<file path="src/rtl/sce_fet_pkg.sv">
// Shared types, defaults and helpers for the SCE instruction fetch stage.
package sce_fet_pkg;

    typedef enum logic {ST_IDLE, ST_RUN} fet_state_t;

    localparam int          DEF_AW     = 32;
    localparam int          DEF_DW     = 32;
    localparam int          DEF_DEPTH  = 4;
    localparam logic [31:0] DEF_RST_PC = 32'h0000_0000;
    localparam int          DEF_PC_INC = 4;

    // Instruction FIFO entry layout: instr in the upper bits, pc in the lower bits.
    typedef struct packed {
        logic [DEF_DW-1:0] instr;
        logic [DEF_AW-1:0] pc;
    } fet_entry_t;

    // Counters must represent 0..depth inclusive.
    function automatic int cnt_w(input int depth);
        return $clog2(depth) + 1;
    endfunction

endpackage

</file>
<file path="src/rtl/sce_fet_fifo.sv">
// Synchronous FIFO with clear; the head is read straight from the storage registers.
module sce_fet_fifo
    import sce_fet_pkg::*;
#(
    parameter int DEPTH = DEF_DEPTH,
    parameter int W     = DEF_AW
) (
    input  logic                     i_clk,
    input  logic                     i_rst,
    input  logic                     i_clr,
    input  logic                     i_push,
    input  logic [W-1:0]             i_din,
    input  logic                     i_pop,
    output logic [W-1:0]             o_dout,
    output logic                     o_full,
    output logic                     o_empty,
    output logic [$clog2(DEPTH):0]   o_cnt
);

    localparam int PW = $clog2(DEPTH);
    localparam int CW = cnt_w(DEPTH);

    logic [W-1:0]  r_mem [DEPTH];
    logic [PW-1:0] r_wr_ptr;
    logic [PW-1:0] r_rd_ptr;
    logic [CW-1:0] r_cnt;
    logic          w_push;
    logic          w_pop;

    assign o_full  = (r_cnt == CW'(DEPTH));
    assign o_empty = (r_cnt == '0);
    assign o_cnt   = r_cnt;
    assign o_dout  = r_mem[r_rd_ptr];

    // A pop frees the slot, so push into a full FIFO is fine when it pops in the same cycle.
    assign w_pop  = i_pop && !o_empty;
    assign w_push = i_push && (!o_full || w_pop);

    always_ff @(posedge i_clk) begin
        if (w_push) begin
            r_mem[r_wr_ptr] <= i_din;
        end
    end

    always_ff @(posedge i_clk) begin
        if (i_rst || i_clr) begin
            r_wr_ptr <= '0;
            r_rd_ptr <= '0;
            r_cnt    <= '0;
        end else begin
            assert (!(i_push && o_full && !w_pop))
                else $error("sce_fet_fifo: push into full fifo");
            if (w_push) begin
                r_wr_ptr <= r_wr_ptr + PW'(1);
            end
            if (w_pop) begin
                r_rd_ptr <= r_rd_ptr + PW'(1);
            end
            case ({w_push, w_pop})
                2'b10:   r_cnt <= r_cnt + CW'(1);
                2'b01:   r_cnt <= r_cnt - CW'(1);
                default: r_cnt <= r_cnt;
            endcase
        end
    end

endmodule

</file>
<file path="src/rtl/sce_fet.sv">
// SCE instruction fetch: credit-limited in-order memory reads feeding a prefetch FIFO to decode.
//   state   | meaning
//   ST_IDLE | no new requests; in-flight responses still collected or dropped
//   ST_RUN  | issue sequential requests while credit allows
module sce_fet
    import sce_fet_pkg::*;
#(
    parameter int            AW     = DEF_AW,
    parameter int            DW     = DEF_DW,
    parameter int            DEPTH  = DEF_DEPTH,
    parameter logic [AW-1:0] RST_PC = AW'(DEF_RST_PC),
    parameter int            PC_INC = DEF_PC_INC
) (
    input  logic          i_clk,
    input  logic          i_rst,
    input  logic          i_fet_en,
    output logic          o_imem_req,
    output logic [AW-1:0] o_imem_addr,
    input  logic          i_imem_gnt,
    input  logic          i_imem_rvld,
    input  logic [DW-1:0] i_imem_rdata,
    output logic          o_fet2dec_vld,
    output logic [DW-1:0] o_fet2dec_instr,
    output logic [AW-1:0] o_fet2dec_pc,
    input  logic          i_dec2fet_rdy,
    input  logic          i_dec2fet_flush,
    input  logic [AW-1:0] i_dec2fet_tgt,
    output logic          o_fet_busy
);

    localparam int          CW      = cnt_w(DEPTH);
    localparam logic [CW:0] L_DEPTH = (CW+1)'(DEPTH);

    fet_state_t       r_state;
    fet_state_t       w_state_nxt;
    logic [AW-1:0]    r_pc;
    logic [CW-1:0]    r_outst;
    logic [CW-1:0]    r_drop;
    logic             w_req;
    logic             w_gnt;
    logic             w_rsp;
    logic             w_push;
    logic             w_pop;
    logic [CW:0]      w_inflight;
    logic [AW-1:0]    w_rsp_pc;
    logic [DW+AW-1:0] w_head;
    logic [CW-1:0]    w_fifo_cnt;
    logic             w_fifo_empty;
    logic             w_fifo_full;
    logic [CW-1:0]    w_pcq_cnt;
    logic             w_pcq_empty;
    logic             w_pcq_full;
    logic             w_unused_flags;

    assign w_inflight = {1'b0, w_fifo_cnt} + {1'b0, r_outst};

    always_comb begin
        w_state_nxt = r_state;
        w_req       = 1'b0;
        case (r_state)
            ST_IDLE: if (i_fet_en)  w_state_nxt = ST_RUN;
            ST_RUN:  if (!i_fet_en) w_state_nxt = ST_IDLE;
            default: w_state_nxt = ST_IDLE;
        endcase
        if (!i_rst && (r_state == ST_RUN) && !i_dec2fet_flush && (w_inflight < L_DEPTH)) begin
            w_req = 1'b1;
        end
    end

    // Responses with nothing outstanding (e.g. stragglers after reset) are ignored.
    assign w_gnt  = w_req && i_imem_gnt;
    assign w_rsp  = i_imem_rvld && (r_outst != '0);
    assign w_push = w_rsp && (r_drop == '0) && !i_dec2fet_flush;
    assign w_pop  = !w_fifo_empty && i_dec2fet_rdy && !i_dec2fet_flush;

    always_ff @(posedge i_clk) begin
        if (i_rst) begin
            r_state <= ST_IDLE;
            r_pc    <= RST_PC;
            r_outst <= '0;
            r_drop  <= '0;
        end else begin
            r_state <= w_state_nxt;
            r_outst <= r_outst + CW'(w_gnt) - CW'(w_rsp);
            if (i_dec2fet_flush) begin
                r_pc   <= i_dec2fet_tgt;
                r_drop <= r_outst - CW'(w_rsp);
            end else begin
                if (w_gnt) begin
                    r_pc <= r_pc + AW'(PC_INC);
                end
                if (w_rsp && (r_drop != '0)) begin
                    r_drop <= r_drop - CW'(1);
                end
            end
        end
    end

    sce_fet_fifo #(.DEPTH(DEPTH), .W(AW)) u_pcq (
        .i_clk   (i_clk),
        .i_rst   (i_rst),
        .i_clr   (i_dec2fet_flush),
        .i_push  (w_gnt),
        .i_din   (r_pc),
        .i_pop   (w_push),
        .o_dout  (w_rsp_pc),
        .o_full  (w_pcq_full),
        .o_empty (w_pcq_empty),
        .o_cnt   (w_pcq_cnt)
    );

    sce_fet_fifo #(.DEPTH(DEPTH), .W(DW+AW)) u_ifq (
        .i_clk   (i_clk),
        .i_rst   (i_rst),
        .i_clr   (i_dec2fet_flush),
        .i_push  (w_push),
        .i_din   ({i_imem_rdata, w_rsp_pc}),
        .i_pop   (w_pop),
        .o_dout  (w_head),
        .o_full  (w_fifo_full),
        .o_empty (w_fifo_empty),
        .o_cnt   (w_fifo_cnt)
    );

    assign w_unused_flags = ^{w_pcq_full, w_pcq_empty, w_pcq_cnt, w_fifo_full};

    assign o_imem_req      = w_req;
    assign o_imem_addr     = r_pc;
    assign o_fet2dec_vld   = !w_fifo_empty;
    assign o_fet2dec_instr = w_head[DW+AW-1:AW];
    assign o_fet2dec_pc    = w_head[AW-1:0];
    assign o_fet_busy      = (r_outst != '0) || (w_fifo_cnt != '0);

endmodule

</file>
<file path="config.mk">
export PLATFORM = sky130hd
export DESIGN_NAME = sce_fet
export DESIGN_NICKNAME = d
export VERILOG_FILES = /design/src/rtl/sce_fet_pkg.sv /design/src/rtl/sce_fet_fifo.sv /design/src/rtl/sce_fet.sv
export SDC_FILE = /design/constraint.sdc
export NUM_CORES = 1
export LEC_CHECK = 0
export CORE_ASPECT_RATIO = 1.25
export CORE_UTILIZATION = 25
export DETAILED_ROUTE_END_ITERATION = 10
export GPL_ROUTABILITY_DRIVEN = 0
export GPL_TIMING_DRIVEN = 1
export SYNTH_ARGS = -nofsm -noshare
export SYNTH_HDL_FRONTEND = slang
export SYNTH_HIERARCHICAL = 1
export SYNTH_SLANG_ARGS = --single-unit
</file>
<file path="constraint.sdc">
create_clock -name i_clk -period 9 [get_ports i_clk]
set_clock_uncertainty 0.1 [all_clocks]
set_input_delay 0.9 -clock i_clk [delete_from_list [all_inputs] [get_ports i_clk]]
set_output_delay 0.9 -clock i_clk [all_outputs]
set_load 0.05 [all_outputs]
</file>
==> flow_summary.toml <==
[global_routing]
grt-ovfl-total = 0
grt_pass1_wl_um = 59300
grt_pass1_vias = 9392
track_usage = 0.114
antenna_found_initial = 0
grt_max_degree = 65

[routing]
viasPerCell = 4.46
drtPass1Iterations = 5
drtAntennaViolNets = 0
postRouteWirelength_um = 40000
routedWlPerCell_um = 20.0
drt_iter0_markers = 501
vias = 8907
drc = 0

[timing]
setup_viol = 0
period_minus_slack_ps = 4490
worstMarginPinSlew_ps = 1110
fmax_mhz = 223
slew_violations = 0
hold_viol = 0
post-route-period-util = 0.499
setup-tns-final_ps = 0
relSlewSlack = 0.263
rsz0062_at_grt = "no"
whs_ps = 398

[clocking]
cts_setup_buffers = 0
cts_buffers = 47
hold_buffers = 0
root_buffer = "clkbuf_16"
path_clk_slew_ps = 60
numClockSinks = 441
cts-htree-levels = 2
clock_path_buffers = 3
clk_latency_ps = 590
cts_tree = "yes"
cts-resized-gates = 0

[floorplan]
core_area_um2 = 68100
num_rows = 107
dieWidth_um = 237
fp.dieH_um = 295
pin_count = 170
fp.dieArea_um2 = 69800
start_util = 0.252

[flow_run]
cap_violations = 0

[finish]
n_fill_cell = 6512
layout.nets = 1177
area_growth_pct = 24.1
antenna_cells = 0
drive_above_1_share = 0.183

[logic_synthesis]
ys_warn_count = 6
synth_fp_nets = 994
synthCells = 902
syn-cell-area_um2 = 17200
avgSynthCellArea_um2 = 19.1

[critical_path]
start_kind = "register"
critical_path_class = "reg -> out"
arrival_ps = 3490
crit_fanout = 41
crit_required_ps = 8000
worstSetupEndpointType = "output port"

[status]
status = "complete, no violations"

[power_and_ir_drop]
leakagePower_nw = 6.58
ir_drop_mv = 0.145
powerDensity_nw_per_um2 = 218

[place]
place.detailed.hpwl_um = 24500
io_buffers = 169

[hold_path]
min_path_type = "reg -> reg"
per-stage QoR:
stage | std cells | area, um^2 | power (mW) | util | setup WS, ps
after floorplan | 902 | 17200 | 2.65 | - | 4620
after detailed placement | 1908 | 19800 | 2.85 | 0.291 | 4340
final | 1995 | 21300 | 4.66 | 0.313 | 4510
after global routing | 1995 | 21300 | 4.83 | 0.313 | 4260
after global placement | 1908 | 19800 | 2.84 | 0.291 | 4420
after CTS | 1995 | 21300 | 4.73 | 0.313 | 4330
power by group:
part	internal (mW)	switching (mW)
registers	2.28	0.0501
clock network	1.08	0.784
logic	0.176	0.287
final timing paths:
path | from | to | slack [ps] | depth (start not counted)
setup / recovery | register | o_fet2dec_pc[2] | 4510 | 3
hold / removal | u_pcq/r_rd_ptr[0] | u_pcq/r_rd_ptr[0] | 400 | 2
setup reg to reg | r_outst[1] | u_pcq/o_cnt[2] | 5580 | 12
hold reg to reg | u_pcq/r_rd_ptr[0] | u_pcq/r_rd_ptr[0] | 400 | 2
registers in the layout, summed over array words and instances (netlist names), named ones only:
register,cells
u_ifq/r_mem,256
u_pcq/r_mem,128
o_imem_addr,32
r_drop,3
r_outst,3
u_ifq/o_cnt,3
u_pcq/o_cnt,3
u_ifq/r_rd_ptr,2
u_ifq/r_wr_ptr,2
u_pcq/r_rd_ptr,2
u_pcq/r_wr_ptr,2
r_state,1
cell type report:
type,instances,area [um^2],area share
clock buffer,59,1260,0.0592
clock inverter,28,235,0.0110
inverter,24,90.1,0.00422
multi-input combinational,395,4230,0.198
sequential,441,12700,0.594
tap,872,1090,0.0511
timing repair buffer,176,1740,0.0818
critical path, stage by stage (launching register included):
cell and delay (ps):
dfxtp_4 680, buf_4 780, mux4_2 660, clkdlybuf4s50_1 730
layer usage:
layer | vias up | track usage | wire length [um]
met4 | 0 | 0.0356 | 962
met3 | 62 | 0.0227 | 1790
li1 | 4013 | - | -
met2 | 244 | 0.201 | 20400
met5 | - | 0 | 0
met1 | 4588 | 0.141 | 16800
cells in the final DEF (no fill, tap or decap), drive strengths merged, types with 3 or more instances in the layout:
cell type	n
nand2	26
dfxtp	57
ha	18
and3	8
nor2b	5
edfxtp	384
inv	25
clkdlybuf4s50	169
clkinvlp	3
o211ai	5
buf	7
mux2i	5
a21oi	23
xor2	10
nand4	11
a22oi	4
or2	4
o21ai	11
and2	11
mux4	96
a31oi	10
or3	5
clkinv	21
nand2b	4
nor2	43
clkbuf	59
nor4	6
nand3	24
fa	3
bufinv	3
a32oi	7
a211oi	11
nor3	12
nor4b	4
xnor2	8
(Power assumes the default switching activity.)
